[src/rtl/sistema_de_lectura.sv]
// 4x4 matrix keypad reader: rotating one-hot column strobe, two-flop row
// synchronizer, press/release debouncing and a single latched key event that
// the consumer collects with a read-acknowledge handshake.
module sistema_de_lectura #(
    parameter int WIDTH           = 4,
    parameter int DEBOUNCE_PULSES = 3,
    parameter int SCAN_CYCLES     = 8
) (
    input  logic                clk,
    input  logic                rst_n,
    output logic [WIDTH-1:0]    col,
    input  logic [WIDTH-1:0]    fil,
    output logic [WIDTH-1:0]    pressed_col_out,
    output logic [WIDTH-1:0]    pressed_row_out,
    output logic                pressed_valid,
    input  logic                ack_read,
    output logic signed [31:0]  numero,
    output logic                rst,
    guardar
);

    localparam int CW = (SCAN_CYCLES > 1) ? $clog2(SCAN_CYCLES) : 1;
    localparam int DW = $clog2(DEBOUNCE_PULSES + 1);
    localparam logic [WIDTH-1:0] COL_FIRST = {{(WIDTH-1){1'b0}}, 1'b1};

    typedef enum logic [1:0] {
        SCAN     = 2'd0,
        DEBOUNCE = 2'd1,
        HELD     = 2'd2,
        RELEASE  = 2'd3
    } state_t;

    state_t            state;
    logic [WIDTH-1:0]  fil_m;
    logic [WIDTH-1:0]  fil_s;
    logic [WIDTH-1:0]  col_d1;
    logic [WIDTH-1:0]  col_d;
    logic [CW-1:0]     scan_cnt;
    logic [DW-1:0]     deb_cnt;
    logic [WIDTH-1:0]  sample;
    logic [WIDTH-1:0]  cap_col;

    // True when exactly one row line is active; multi-row presses are ambiguous.
    function automatic logic is_onehot(input logic [WIDTH-1:0] v);
        return (v != '0) && ((v & (v - 1'b1)) == '0);
    endfunction

    // Keypad legend: digits keep their value, A..D = 10..13, '*' = 14, '#' = 15.
    function automatic logic signed [31:0] key_code(input logic [WIDTH-1:0] r,
                                                    input logic [WIDTH-1:0] c);
        logic [1:0] ri;
        logic [1:0] ci;
        logic signed [31:0] code;
        ri = 2'd0;
        ci = 2'd0;
        for (int i = 0; i < WIDTH; i++) begin
            if (r[i]) ri = 2'(i);
            if (c[i]) ci = 2'(i);
        end
        case ({ri, ci})
            4'h0: code = 32'sd1;
            4'h1: code = 32'sd2;
            4'h2: code = 32'sd3;
            4'h3: code = 32'sd10;
            4'h4: code = 32'sd4;
            4'h5: code = 32'sd5;
            4'h6: code = 32'sd6;
            4'h7: code = 32'sd11;
            4'h8: code = 32'sd7;
            4'h9: code = 32'sd8;
            4'hA: code = 32'sd9;
            4'hB: code = 32'sd12;
            4'hC: code = 32'sd14;
            4'hD: code = 32'sd0;
            4'hE: code = 32'sd15;
            default: code = 32'sd13;
        endcase
        return code;
    endfunction

    // Two-flop row synchronizer with a matching column delay line, so every
    // synchronized row sample is paired with the strobe that produced it.
    always_ff @(posedge clk or negedge rst_n) begin
        if (!rst_n) begin
            fil_m  <= '0;
            fil_s  <= '0;
            col_d1 <= '0;
            col_d  <= '0;
        end else begin
            fil_m  <= fil;
            fil_s  <= fil_m;
            col_d1 <= col;
            col_d  <= col_d1;
        end
    end

    // Column strobe rotation; frozen (counter included) while any row is seen
    // or the press FSM is busy, so the pressed column stays driven.
    always_ff @(posedge clk or negedge rst_n) begin
        if (!rst_n) begin
            col      <= COL_FIRST;
            scan_cnt <= '0;
        end else if (state == SCAN && fil_s == '0) begin
            if (scan_cnt == CW'(SCAN_CYCLES - 1)) begin
                col      <= {col[WIDTH-2:0], col[WIDTH-1]};
                scan_cnt <= '0;
            end else begin
                scan_cnt <= scan_cnt + 1'b1;
            end
        end
    end

    // Press/release debouncing FSM plus the event latch and its acknowledge.
    always_ff @(posedge clk or negedge rst_n) begin
        if (!rst_n) begin
            state           <= SCAN;
            deb_cnt         <= '0;
            sample          <= '0;
            cap_col         <= '0;
            pressed_col_out <= '0;
            pressed_row_out <= '0;
            pressed_valid   <= 1'b0;
            numero          <= '0;
        end else begin
            // A latch only happens with pressed_valid low, so it never
            // collides with this clear.
            if (ack_read && pressed_valid) begin
                pressed_valid <= 1'b0;
            end

            case (state)
                SCAN: begin
                    if (fil_s != '0) begin
                        sample  <= fil_s;
                        cap_col <= col_d;
                        deb_cnt <= DW'(1);
                        if (DEBOUNCE_PULSES == 1) begin
                            if (is_onehot(fil_s) && !pressed_valid) begin
                                pressed_col_out <= col_d;
                                pressed_row_out <= fil_s;
                                numero          <= key_code(fil_s, col_d);
                                pressed_valid   <= 1'b1;
                            end
                            state <= HELD;
                        end else begin
                            state <= DEBOUNCE;
                        end
                    end
                end

                DEBOUNCE: begin
                    if (fil_s == sample) begin
                        if (deb_cnt == DW'(DEBOUNCE_PULSES - 1)) begin
                            if (is_onehot(sample) && !pressed_valid) begin
                                pressed_col_out <= cap_col;
                                pressed_row_out <= sample;
                                numero          <= key_code(sample, cap_col);
                                pressed_valid   <= 1'b1;
                            end
                            state <= HELD;
                        end else begin
                            deb_cnt <= deb_cnt + 1'b1;
                        end
                    end else if (fil_s != '0) begin
                        // Rows changed but still pressed: restart on new pattern.
                        sample  <= fil_s;
                        cap_col <= col_d;
                        deb_cnt <= DW'(1);
                    end else begin
                        state <= SCAN;
                    end
                end

                HELD: begin
                    if (fil_s == '0) begin
                        deb_cnt <= DW'(1);
                        state   <= (DEBOUNCE_PULSES == 1) ? SCAN : RELEASE;
                    end
                end

                RELEASE: begin
                    if (fil_s != '0) begin
                        state <= HELD;
                    end else if (deb_cnt == DW'(DEBOUNCE_PULSES - 1)) begin
                        state <= SCAN;
                    end else begin
                        deb_cnt <= deb_cnt + 1'b1;
                    end
                end

                default: state <= SCAN;
            endcase
        end
    end

    // Command flags derived from the pending event.
    assign rst     = pressed_valid && (numero == 32'sd14);
    assign guardar = pressed_valid && (numero == 32'sd15);

endmodule

[config.mk]
export PLATFORM = sky130hd
export DESIGN_NAME = sistema_de_lectura
export DESIGN_NICKNAME = d
export VERILOG_FILES = /design/src/rtl/sistema_de_lectura.sv
export SDC_FILE = /design/constraint.sdc
export NUM_CORES = 1
export LEC_CHECK = 0
export CAP_MARGIN = 40
export CORE_ASPECT_RATIO = 1.4
export CORE_MARGIN = 4
export CORE_UTILIZATION = 50
export CTS_BUF_LIST = sky130_fd_sc_hd__clkbuf_4 sky130_fd_sc_hd__clkbuf_8
export DETAILED_ROUTE_END_ITERATION = 7
export PLACE_DENSITY = 0.83
export SETUP_SLACK_MARGIN = 0.2
export SYNTH_ARGS = -nofsm -noshare
export SYNTH_HDL_FRONTEND = slang
export SYNTH_SLANG_ARGS = --single-unit
[constraint.sdc]
create_clock -name clk -period 4 [get_ports clk]
set_input_delay 0.8 -clock clk [delete_from_list [all_inputs] [get_ports clk]]
set_output_delay 0.8 -clock clk [all_outputs]
set_load 0.05 [all_outputs]
==> results.md <==
Power:
- The static leakage is between 1 and 1.5 nW.
- VDD sags by at most around 0.33 mV.
- Power spread over the standard cell area amounts to between 300 and 400 nW/µm².

Floorplan:
- The number of primary I/O pins is 54.
- After floorplanning, the core was sized to cover around 4600 µm².
- The height of the die is 89.59 µm.
- From left edge to right edge, the die measures 66.28 µm.
- In this run the core area contains 29 standard-cell rows.
- The initial core utilization is approximately half.
- The die covers 5937 µm².

STA:
- Setup repair after global routing left no endpoint under its margin.
- For the pin with the worst max-slew slack, the measured transition is between 0.5 and 0.6 ns.
- The timing-limited maximum frequency is approximately 390 MHz.
- The headroom to the max-slew limit is around two thirds.
- The total count of hold-check failures in the final report is 0.
- The final-layout setup total negative slack is 0 ns.
- The time the worst path needs with I/O delays and setup is about 2.6 ns.
- The count of final max-slew check failures was 0.
- In the finished design, the share of the clock period the worst path needs comes to between 60% and 70%.
- Setup violations remaining at the end of the flow were counted as 0.
- The worst clock skew is ~0.0076 ns.

Setup path:
- The critical path is of the reg -> out type.
- The arrival time at the worst endpoint is approximately 1.8 ns.
- In this run the worst path has a maximum fanout of 4.
- The endpoint of the worst-slack reg-to-reg timing path is pressed_col_out[3].
- The startpoint of the worst register-to-register path is sample[3].
- Data on the critical path is required at its endpoint by 3.20 ns.
- The number of cell instances on the worst register-to-register path is 4.
- The endpoint class of the critical path is a primary output.
- In this run the register-to-register setup slack is ~1.9 ns.
- The startpoint class of the critical path is a flop.

Hold path:
- The critical hold path startpoint is col_d1[2].
- In this run the worst hold path is classified as reg -> reg.
- The worst hold path cell count is 0.
- The worst-case hold path end point is col_d[2].

GRT:
- Global routing consumed, over all layers together, between 10 and 15% of the routing resources.
- The remaining global-route overflow is 0.
- The global-route wire length before repair is 5.685 mm.
- The initial antenna violation count is 0.
- Entering global routing, the biggest net connects 34 pins.
- The number of global-route vias before repair is approximately 1,300.

Clocking:
- The H-tree generated during clock tree synthesis spans 2 levels.
- Counting every sink on the clock net gives 48.
- The clock transition at the registers of the reported paths is around 0.090 ns.
- The number of resized instances in the post-cts repair step is 0.
- The number of setup buffers added after CTS is 0.
- The number of buffers created by CTS is 5.
- After clock tree synthesis, the flow added hold-fix buffers numbering 0.
- Clock latency on the worst-skew pair, taken at its later pin, is about 0.30 ns.
- CTS placed an instance of sky130_fd_sc_hd__clkbuf_8 at the clock tree root.
- The clock tree from TritonCTS is yes.
- The maximum clock insertion buffer count is 2.

Synth:
- After synthesis, the netlist uses between 40 and 50 different library cells.
- The synthesized design contains 0 enable-type register cells.
- The number of instances in the synthesized netlist is roughly 190.
- Dividing the synthesized area by the synthesized cell count gives around 13 µm².
- Summing every instance area after synthesis gives between 2000 and 2500 µm².
- The post-synthesis sequential element count is 48.
- The most used flip-flop cell after synthesis is sky130_fd_sc_hd__dfrtp_1.
- After synthesis, the share of flip-flops with an asynchronous set or reset is 100.0%.
- The number of warning messages in the yosys log is 0.
- For this run, the register share of the synthesized area comes to 50.58%.

Flow run:
- Across the run, the number of max-cap violations was 0.

Drt:
- The number of remaining DRC errors is 0.
- The post-detailed-routing wire length is ~3.4 mm.
- The number of vias after detailed routing is around 1,300.
- For this block, the initial DRC count from the detailed router was 23.
- Once detail routing completed, the nets flagged for antenna violations numbered 0.
- The first-pass iteration count of the detailed router is 4.
- In the final routed layout, each cell accounts on average for ~12 µm.
- Using the TritonRoute via totals, the vias-per-cell ratio works out to 4.902.

Final layout:
- The total area of sequential cells is 1202 µm².
- The repair_antennas step left the layout with diodes totalling 0.
- In the final layout, the multi-input gates occupy 967.2 µm².
- The area growth from synthesis to layout is 12.37%.
- The fraction of final layout cells with drive strength greater than 1 is a little over a fifth.
- The number of fillers in the final layout is 385.
- Once layout is complete, the utilization of the core stands at approximately three fifths.
- For this run, the post-layout net count is approximately 230.

Placement:
- The count of port buffers added during placement is 25.
- The HPWL after detailed placement is between 2 and 3 mm.
- The final estimated routing congestion in global placement is ~0.80.

Status:
- The run finished with clean final reports.
## layout by cell type, fill, tap and decap left out, drive strengths merged, types with 2 or more instances in the layout
cell type,netlist,layout
a211o,2,2
nor4,2,2
buf,34,2
dfrtp,47,47
ha,9,9
mux2,25,25
clkdlybuf4s50,0,24
conb,1,28
a21o,2,2
clkbuf,2,6
nor3,5,5
nand2,9,9
inv,10,10
a21oi,3,3
nor4b,2,2
nor2b,2,2
xor2,4,4
and3,3,3
nor2,4,4
or3,2,2
o21ai,2,2
a31oi,2,2
a2111oi,3,3
## worst max path at each step
| stage | start | end | slack (ns) | depth (start not counted) |
|---|---|---|---|---|
| after CTS | pressed_valid | guardar | 1.41 | 3 |
| after global routing | pressed_valid | guardar | 1.33 | 3 |
| after global placement | pressed_valid | rst | 1.81 | 3 |
| final | pressed_valid | guardar | 1.45 | 3 |
| after detailed placement | pressed_valid | guardar | 1.74 | 3 |
| after floorplan | pressed_valid | guardar | 1.71 | 2 |
## cell usage after synthesis (2+ instances only)
| cell | instances | share of area, % |
|---|---|---|
| sky130_fd_sc_hd__buf_2 | 3 | 0.63 |
| sky130_fd_sc_hd__a211o_2 | 2 | 0.84 |
| sky130_fd_sc_hd__a21oi_1 | 3 | 0.63 |
| sky130_fd_sc_hd__nor3_1 | 4 | 0.84 |
| sky130_fd_sc_hd__a31oi_1 | 2 | 0.53 |
| sky130_fd_sc_hd__mux2_4 | 9 | 5.7 |
| sky130_fd_sc_hd__ha_1 | 9 | 4.7 |
| sky130_fd_sc_hd__dfrtp_1 | 47 | 49 |
| sky130_fd_sc_hd__inv_1 | 10 | 1.6 |
| sky130_fd_sc_hd__a21o_1 | 2 | 0.63 |
| sky130_fd_sc_hd__nor2_1 | 4 | 0.63 |
| sky130_fd_sc_hd__xor2_1 | 3 | 1.1 |
| sky130_fd_sc_hd__buf_4 | 29 | 9.2 |
| sky130_fd_sc_hd__nor2b_1 | 2 | 0.53 |
| sky130_fd_sc_hd__a2111oi_0 | 3 | 1.1 |
| sky130_fd_sc_hd__clkbuf_1 | 2 | 0.32 |
| sky130_fd_sc_hd__and3_1 | 2 | 0.53 |
| sky130_fd_sc_hd__o21ai_0 | 2 | 0.42 |
| sky130_fd_sc_hd__nor4b_1 | 2 | 0.74 |
| sky130_fd_sc_hd__nand2_1 | 8 | 1.3 |
| sky130_fd_sc_hd__mux2_2 | 16 | 7.6 |
## metrics by stage
stage | std cells | worst slack, ns | hold WS, ns | total power [mW] | instance area [µm²]
2_1_floorplan | 215 | 1.705 | 0.3312 | 0.6611 | 2479
3_3_place_gp | 266 | 1.814 | 0.3317 | 0.6586 | 2530
3_5_place_dp | 267 | 1.744 | 0.3347 | 0.6656 | 2550
4_1_cts | 275 | 1.407 | 0.3514 | 1.027 | 2671
5_1_grt | 275 | 1.333 | 0.3588 | 1.063 | 2671
6_report | 275 | 1.446 | 0.3496 | 1.014 | 2671
## worst max-delay path: stages (launching register included)
cell and delay (ns):
sky130_fd_sc_hd__dfrtp_1 0.40, sky130_fd_sc_hd__nand4_1 0.13, sky130_fd_sc_hd__nor2_1 0.12, sky130_fd_sc_hd__clkdlybuf4s50_1 0.81
## cells by family after synthesis
logic type	Yosys count	share of synthesized area, %
mux	26	13.68
buf+inv	46	13.00
xor+xnor	5	2.158
other cells	1	0.1577
fa+ha+maj	9	4.737
simple gates	33	8.843
flops	48	50.58
compound gates	20	6.842
## final cells by class
cell class	instances	area share [%]
Inverter	10	1.405
Tap cell	62	2.904
Clock buffer	6	3.091
Clock inverter	2	1.452
Sequential cell	48	45.01
Timing Repair Buffer	26	9.930
Multi-Input combinational cell	121	36.21
## power by group
| group | switching (mW) | leakage [nW] | internal [mW] |
|---|---|---|---|
| logic | 0.0955 | 0.598 | 0.0366 |
| clock network | 0.155 | 0.0614 | 0.204 |
| registers | 0.0225 | 0.625 | 0.500 |
## layer usage
| metal | track usage (%) | part of all wire (%) | vias up |
|---|---|---|---|
| li1 | - | - | 634 |
| met2 | 22.40 | 52 | 45 |
| met5 | 0 | 0 | - |
| met1 | 13.80 | 40 | 665 |
| met3 | 3.736 | 7.3 | 4 |
| met4 | 5.176 | 0.91 | 0 |
(Power assumes the default switching activity.)
